[src/rtl/pc_ctrl_pkg.sv]
// Shared types and defaults for the next-PC / stall / flush controller.
//   state_t      : controller FSM states
//   redir_kind_t : redirect kinds, numerically ordered by priority so the
//                  pending buffer can compare them with '>'
package pc_ctrl_pkg;

  typedef enum logic [1:0] {RUN, TRAP, STALL, HALT} state_t;

  typedef enum logic [2:0] {R_NONE, R_JUMP, R_BR, R_MRET, R_TRAP} redir_kind_t;

  localparam int unsigned PC_STEP_DEF  = 4;
  localparam logic [31:0] RESET_PC_DEF = 32'h0000_0000;

endpackage

[src/rtl/redirect_arb.sv]
// Combinational redirect priority encoder: trap > mret > ex_br > id_jump.
// Inputs : the four request pulses with their targets.
// Outputs: kind   - winning redirect kind (R_NONE if nothing requested)
//          target - PC to fetch for that redirect (trap -> handler vector)
module redirect_arb
  import pc_ctrl_pkg::*;
#(
  parameter int DATA_W = 32
) (
  input  logic              trap_req,
  input  logic [DATA_W-1:0] trap_vector,
  input  logic              mret_req,
  input  logic [DATA_W-1:0] mepc,
  input  logic              ex_br_req,
  input  logic [DATA_W-1:0] ex_br_target,
  input  logic              id_jump_req,
  input  logic [DATA_W-1:0] id_jump_target,
  output redir_kind_t       kind,
  output logic [DATA_W-1:0] target
);

  always_comb begin
    kind   = R_NONE;
    target = '0;
    if (trap_req) begin
      kind   = R_TRAP;
      target = trap_vector;
    end else if (mret_req) begin
      kind   = R_MRET;
      target = mepc;
    end else if (ex_br_req) begin
      kind   = R_BR;
      target = ex_br_target;
    end else if (id_jump_req) begin
      kind   = R_JUMP;
      target = id_jump_target;
    end
  end

endmodule

[src/rtl/pc_flow_ctrl.sv]
// Next-PC sequencer and stall/flush controller for the 5-stage core.
// Inputs : pc_in, redirect requests (trap/mret/ex_br/id_jump) with targets,
//          load_use, mem_busy, halt_req/resume, stall_cnt_clr.
// Outputs: new_pc/pc_stall to the PC register, IF/ID and ID/EX flush/stall,
//          pipe_freeze, epc_we/epc_out to the CSR file, stall_cnt counter.
// All control outputs are combinational (the PC register samples on negedge).
module pc_flow_ctrl
  import pc_ctrl_pkg::*;
#(
  parameter int                DATA_W   = 32,
  parameter logic [DATA_W-1:0] RESET_PC = DATA_W'(RESET_PC_DEF),
  parameter int unsigned       PC_STEP  = PC_STEP_DEF,
  parameter int                CNT_W    = 32
) (
  input  logic              clk,
  input  logic              rst,
  input  logic [DATA_W-1:0] pc_in,
  input  logic              trap_req,
  input  logic [DATA_W-1:0] trap_pc,
  input  logic [DATA_W-1:0] trap_vector,
  input  logic              mret_req,
  input  logic [DATA_W-1:0] mepc,
  input  logic              ex_br_req,
  input  logic [DATA_W-1:0] ex_br_target,
  input  logic              id_jump_req,
  input  logic [DATA_W-1:0] id_jump_target,
  input  logic              load_use,
  input  logic              mem_busy,
  input  logic              halt_req,
  input  logic              resume,
  input  logic              stall_cnt_clr,
  output logic [DATA_W-1:0] new_pc,
  output logic              pc_stall,
  output logic              if_id_flush,
  output logic              id_ex_flush,
  output logic              if_id_stall,
  output logic              pipe_freeze,
  output logic              epc_we,
  output logic [DATA_W-1:0] epc_out,
  output logic [CNT_W-1:0]  stall_cnt
);

  state_t            state_q, state_d;
  redir_kind_t       pend_kind_q, pend_kind_d;
  logic [DATA_W-1:0] pend_tgt_q, pend_tgt_d;

  redir_kind_t       cur_kind, eff_kind;
  logic [DATA_W-1:0] cur_tgt, eff_tgt, seq_pc;

  redirect_arb #(.DATA_W(DATA_W)) u_arb (
    .trap_req       (trap_req),
    .trap_vector    (trap_vector),
    .mret_req       (mret_req),
    .mepc           (mepc),
    .ex_br_req      (ex_br_req),
    .ex_br_target   (ex_br_target),
    .id_jump_req    (id_jump_req),
    .id_jump_target (id_jump_target),
    .kind           (cur_kind),
    .target         (cur_tgt)
  );

  assign seq_pc = pc_in + DATA_W'(PC_STEP);

  // On stall release the buffered redirect competes with anything new;
  // in RUN the buffer is always empty so this reduces to the live request.
  always_comb begin
    if (pend_kind_q > cur_kind) begin
      eff_kind = pend_kind_q;
      eff_tgt  = pend_tgt_q;
    end else begin
      eff_kind = cur_kind;
      eff_tgt  = cur_tgt;
    end
  end

  always_ff @(posedge clk or negedge rst) begin
    if (!rst) begin
      state_q     <= RUN;
      pend_kind_q <= R_NONE;
      pend_tgt_q  <= '0;
    end else begin
      state_q     <= state_d;
      pend_kind_q <= pend_kind_d;
      pend_tgt_q  <= pend_tgt_d;
    end
  end

  always_comb begin
    state_d     = state_q;
    pend_kind_d = pend_kind_q;
    pend_tgt_d  = pend_tgt_q;
    new_pc      = seq_pc;
    pc_stall    = 1'b0;
    if_id_flush = 1'b0;
    id_ex_flush = 1'b0;
    if_id_stall = 1'b0;
    pipe_freeze = 1'b0;
    epc_we      = 1'b0;
    epc_out     = '0;

    case (state_q)
      TRAP: begin
        // Second trap cycle: fetch the handler, drop whatever is in IF/ID.
        new_pc      = trap_vector;
        if_id_flush = 1'b1;
        state_d     = RUN;
      end
      HALT: begin
        if (resume) begin
          state_d = RUN;
        end else begin
          new_pc      = pc_in;
          pc_stall    = 1'b1;
          pipe_freeze = 1'b1;
        end
      end
      default: begin // RUN, STALL
        if (trap_req) begin
          // Trap beats mem_busy and discards any buffered redirect.
          new_pc      = pc_in;
          pc_stall    = 1'b1;
          if_id_flush = 1'b1;
          id_ex_flush = 1'b1;
          epc_we      = 1'b1;
          epc_out     = trap_pc;
          pend_kind_d = R_NONE;
          state_d     = TRAP;
        end else if (mem_busy) begin
          new_pc      = pc_in;
          pc_stall    = 1'b1;
          pipe_freeze = 1'b1;
          state_d     = STALL;
          if (cur_kind > pend_kind_q) begin
            pend_kind_d = cur_kind;
            pend_tgt_d  = cur_tgt;
          end
        end else begin
          state_d     = RUN;
          pend_kind_d = R_NONE;
          case (eff_kind)
            R_MRET, R_BR: begin
              // Overrides load_use: the stalled instruction is squashed anyway.
              new_pc      = eff_tgt;
              if_id_flush = 1'b1;
              id_ex_flush = 1'b1;
            end
            default: begin
              if (load_use) begin
                // Any jump is dropped; ID re-presents it next cycle.
                new_pc      = pc_in;
                pc_stall    = 1'b1;
                if_id_stall = 1'b1;
                id_ex_flush = 1'b1;
              end else if (eff_kind == R_JUMP) begin
                new_pc      = eff_tgt;
                if_id_flush = 1'b1;
              end else if (halt_req && state_q == RUN) begin
                state_d = HALT;
              end
            end
          endcase
        end
      end
    endcase

    // Reset forces quiet outputs immediately, not just at the next edge.
    if (!rst) begin
      new_pc      = RESET_PC;
      pc_stall    = 1'b0;
      if_id_flush = 1'b0;
      id_ex_flush = 1'b0;
      if_id_stall = 1'b0;
      pipe_freeze = 1'b0;
      epc_we      = 1'b0;
      epc_out     = '0;
    end
  end

  always_ff @(posedge clk or negedge rst) begin
    if (!rst)
      stall_cnt <= '0;
    else if (stall_cnt_clr)
      stall_cnt <= '0;
    else if (pc_stall && !(&stall_cnt))
      stall_cnt <= stall_cnt + 1'b1;
  end

endmodule

[config.mk]
export PLATFORM = sky130hd
export DESIGN_NAME = pc_flow_ctrl
export DESIGN_NICKNAME = d
export VERILOG_FILES = /design/src/rtl/pc_ctrl_pkg.sv /design/src/rtl/redirect_arb.sv /design/src/rtl/pc_flow_ctrl.sv
export SDC_FILE = /design/constraint.sdc
export NUM_CORES = 1
export LEC_CHECK = 0
export CORE_MARGIN = 1.5
export CORE_UTILIZATION = 25
export DETAILED_ROUTE_END_ITERATION = 10
export PLACE_DENSITY = 0.54
export SLEW_MARGIN = 5
export SYNTH_ARGS = -nofsm -noshare
export SYNTH_HDL_FRONTEND = slang
export SYNTH_SLANG_ARGS = --single-unit
export TNS_END_PERCENT = 30
[constraint.sdc]
create_clock -name clk -period 4.5 [get_ports clk]
set_clock_uncertainty 0.15 [all_clocks]
set_input_delay 0.45 -clock clk [delete_from_list [all_inputs] [get_ports clk]]
set_output_delay 0.45 -clock clk [all_outputs]
set_load 0.01 [all_outputs]
==> summary.md, run 1 <==
| Metric | Value |
|---|---|
| Status | completed |
| Peak VDD IR | approximately 160 uV |
| Nets@finish | between 1000 and 1500 |
| Die Y-Extent | 164 um |
| DRT antenna net count | 0 |
| Hold WC Path Type | reg2reg |
| WL per Instance | just under 20 um |
| Crit-path slowest cell | clkdlybuf4s50_1 |
| FF+latch count, synth | 69 |
| Vias per cell | between 5 and 6 |
| Slew headroom | between 20% and 30% |
| Netlist Area Pre-Place | 6450 um2 |
| Syn nets | roughly 1100 |
| Unrepaired setup endpoints after global routing | no |
| Antenna violations before repair | 2 |
| Period minus WS final | 4.22 ns |
| F_max | 237 MHz |
| Layout filler cell count | 2659 |
| Final Cycle Share | approximately 94% |
| Max-cap violations | 0 |
| Starting Density | 25.5% |
| Drt first pass iters | 5 |
| CP cell instances | clkdlybuf4s50_1 > nor2b_2 > o21ai_0 > ha_1 > nor3b_4 > or3_1 > buf_4 > or2_2 > a21oi_2 > a31oi_1 > o211a_1 > clkdlybuf4s50_1 |
| PortBufs | between 300 and 400 |
| Final setup viols | 0 |
| Register Area | about 1700 um2 |
| Worst Tran Pin Value | around 1.1 ns |
| CP Class | in2out |
| CTS tree | built |
| Remaining global-route overflow | 0 |
| Crit. End Element | output pin |
| Clock buffer count from CTS | 9 |
| Synth warn | 0 |
| Die area | roughly 27000 um2 |
| DP HPWL | roughly 24 mm |
| Core area | around 25000 um2 |
| Worst-path fanout max | 7 |
| Worst Path Arrival | 3.62 ns |
| Leak pwr | 4.10 nW |
| Multi-input logic area | 4370 um2 |
| First-pass GRT wire length | 43.8 mm |
| DR iter-0 viols | between 500 and 600 |
| Startpoint types | primary input |
| Crit-path max cell delay | about 0.5 ns |
| Avg Inst Size Synth | 7.36 um2 |
| H-tree levels | 3 |
| Required time worst endpoint | between 3 and 4 ns |
| P per Cell Area | roughly 250 nW/um2 |
| Post-synth top flop | dfrtp_1 |
| Max Slew Vio Count | 0 |
| Area delta synth->final | 61.3% |
| Most frequent cells in the layout | 300 x clkdlybuf4s50_1, 165 x nand2_1, 84 x o21ai_0 |
| Setup TNS | 0 ns |
| Sequential share of the synthesized area | 26.8% |
| Library cells used by synthesis | 77 |
| Routed WL | 29.7 mm |
| Clk root buf | clkbuf_16 |
| Global placement routability congestion | between 0.8 and 0.9 |
| Largest net degree at the start of global routing | slightly above 60 |
| Clock transition at path regs | roughly 0.060 ns |
| Most Frequent Cell on Critical Path | clkdlybuf4s50_1 |
| Vias post-DR | 8025 |
| Total GRT Usage | about 22% |
| Hold Vio Cnt, Final | 0 |
| Die width | 164 um |
| Syn Inst Count | 877 |
| Std-Cell Rows | 58 |
| Clock sink count | a little under 70 |
| # DRC | 0 |
| Clock latency on the worst-skew pair | 0.33 ns |
| Commonest non-fill, non-tap cell in the layout | clkdlybuf4s50_1 |
| Post-synth EDFFs | 0 |
| Fin Hold WS | ~0.32 ns |
| Vias in the first global route | approximately 7600 |
| Synth async-reset ratio | 100% |
| Maximum buffer depth of the clock tree | 2 |
| I/O pins | 305 |
| Layout cell share with drive strength beyond 1 | under 10% |
[cells in the mapped netlist, types with 8 or more instances]
cell type | number | share of area, %
a21oi_1 | 64 | 5.0
a22oi_1 | 24 | 2.8
a31oi_1 | 9 | 0.87
and2_1 | 39 | 3.8
and3_1 | 20 | 1.9
and4_1 | 8 | 1.1
buf_1 | 8 | 0.47
buf_2 | 14 | 1.1
clkbuf_1 | 43 | 2.5
dfrtp_1 | 69 | 27
inv_1 | 17 | 0.99
mux2_2 | 12 | 2.1
nand2_1 | 166 | 9.7
nand3_1 | 27 | 2.1
nand4_1 | 15 | 1.5
nor2_1 | 41 | 2.4
nor2b_1 | 11 | 1.1
nor3_1 | 16 | 1.2
o21ai_0 | 84 | 6.5
o221ai_1 | 11 | 1.5
o22ai_1 | 14 | 1.4
o31ai_1 | 20 | 2.3
or3_1 | 11 | 1.1
or4_1 | 17 | 2.0
[kinds of logic (layout without fill, tap and decap cells)]
kind of cell	count (synthesis)	in the layout	share of synthesized area, %
buffers and inverters	87	392	5.80
flip-flops	69	69	26.8
AND/OR/NAND/NOR	399	399	31.9
other	0	2	0
adder cells (fa/ha/maj)	6	6	1.16
AO/OA/AOI/OAI	292	292	29.8
XOR/XNOR	2	2	0.272
multiplexers	22	22	4.30
[cell type report]
| cell class | instances | area share [%] |
|---|---|---|
| timing repair buffer | 359 | 33.5 |
| multi-input combinational | 721 | 42.0 |
| clock buffer | 10 | 2.20 |
| antenna | 2 | 0.0481 |
| sequential | 69 | 16.6 |
| clock inverter | 6 | 1.07 |
| tap | 330 | 3.97 |
| inverter | 17 | 0.613 |
[stage by stage]
stage	cells	utilization, %	worst slack (ns)	power [W]	cell area [um2]
6_report	1514	41.2	0.278	0.00259	10400
5_1_grt	1513	41.2	0.0501	0.00273	10400
4_1_cts	1511	41.1	0.103	0.00261	10400
3_5_place_dp	1494	39.7	-0.0251	0.00178	10000
3_3_place_gp	1494	39.7	0.0378	0.00177	10000
2_1_floorplan	877	-	0.556	0.00123	6450
[where the power goes]
| part | total [W] | switching [W] | internal, W |
|---|---|---|---|
| Combinational | 0.000974 | 0.000496 | 0.000479 |
| Clock | 0.000822 | 0.000280 | 0.000542 |
| Sequential | 0.000796 | 0.0000726 | 0.000723 |
| Total | 0.00259 | 0.000848 | 0.00174 |
[per-layer routing]
metal  wire length, um  global-route usage [%]  share of wire [%]
met1             12100                    25.9                 41
met2             14800                    37.8                 50
met3              1870                    4.11                6.3
met4              1000                    8.72                3.4
met5                 0                       0                  0
[critical path: cells and delay by family]
family | cells | cell delay [ns]
buffers and inverters | 3 | 1.10
AOI/OAI and AO/OA | 4 | 0.87
adders and majority gates | 1 | 0.21
and+or+nand+nor | 4 | 0.99
[worst paths after layout]
path	startpoint	endpoint	slack [ns]	depth (start not counted)
max	id_jump_req	new_pc[10]	0.28	12
min in group asynchronous	rst	pend_tgt_q[18]$_DFFE_PN0P_	0.46	2
min	pend_tgt_q[21]$_DFFE_PN0P_	pend_tgt_q[21]$_DFFE_PN0P_	0.32	2
max reg2reg	pend_kind_q[1]$_DFFE_PN0P_	stall_cnt[6]$_DFFE_PN0P_	1.22	11
min reg2reg	pend_tgt_q[21]$_DFFE_PN0P_	pend_tgt_q[21]$_DFFE_PN0P_	0.32	2
max in group asynchronous	rst	pend_tgt_q[5]$_DFFE_PN0P_	2.33	4
[timing repair]
item	CTS	global route
buffers inserted	0	1
hold buffers	1	0
pin swaps	0	1
resized for setup	2	3
hold endpoints to repair	5	0
setup endpoints to repair	6	10
[flip-flops by register name, indices dropped and copies added, names as in the netlist]
signal / cells
pend_tgt_q: 32
stall_cnt: 32
state_q: 2
pend_kind_q: 3
(Power assumes the default switching activity.)
==> run 2: changes to the inputs <==
- ABC_CLOCK_PERIOD_IN_PS: not set -> 4500
==> results of run 2 <==
Final layout, timing and power as in run 1 (identical DEF).
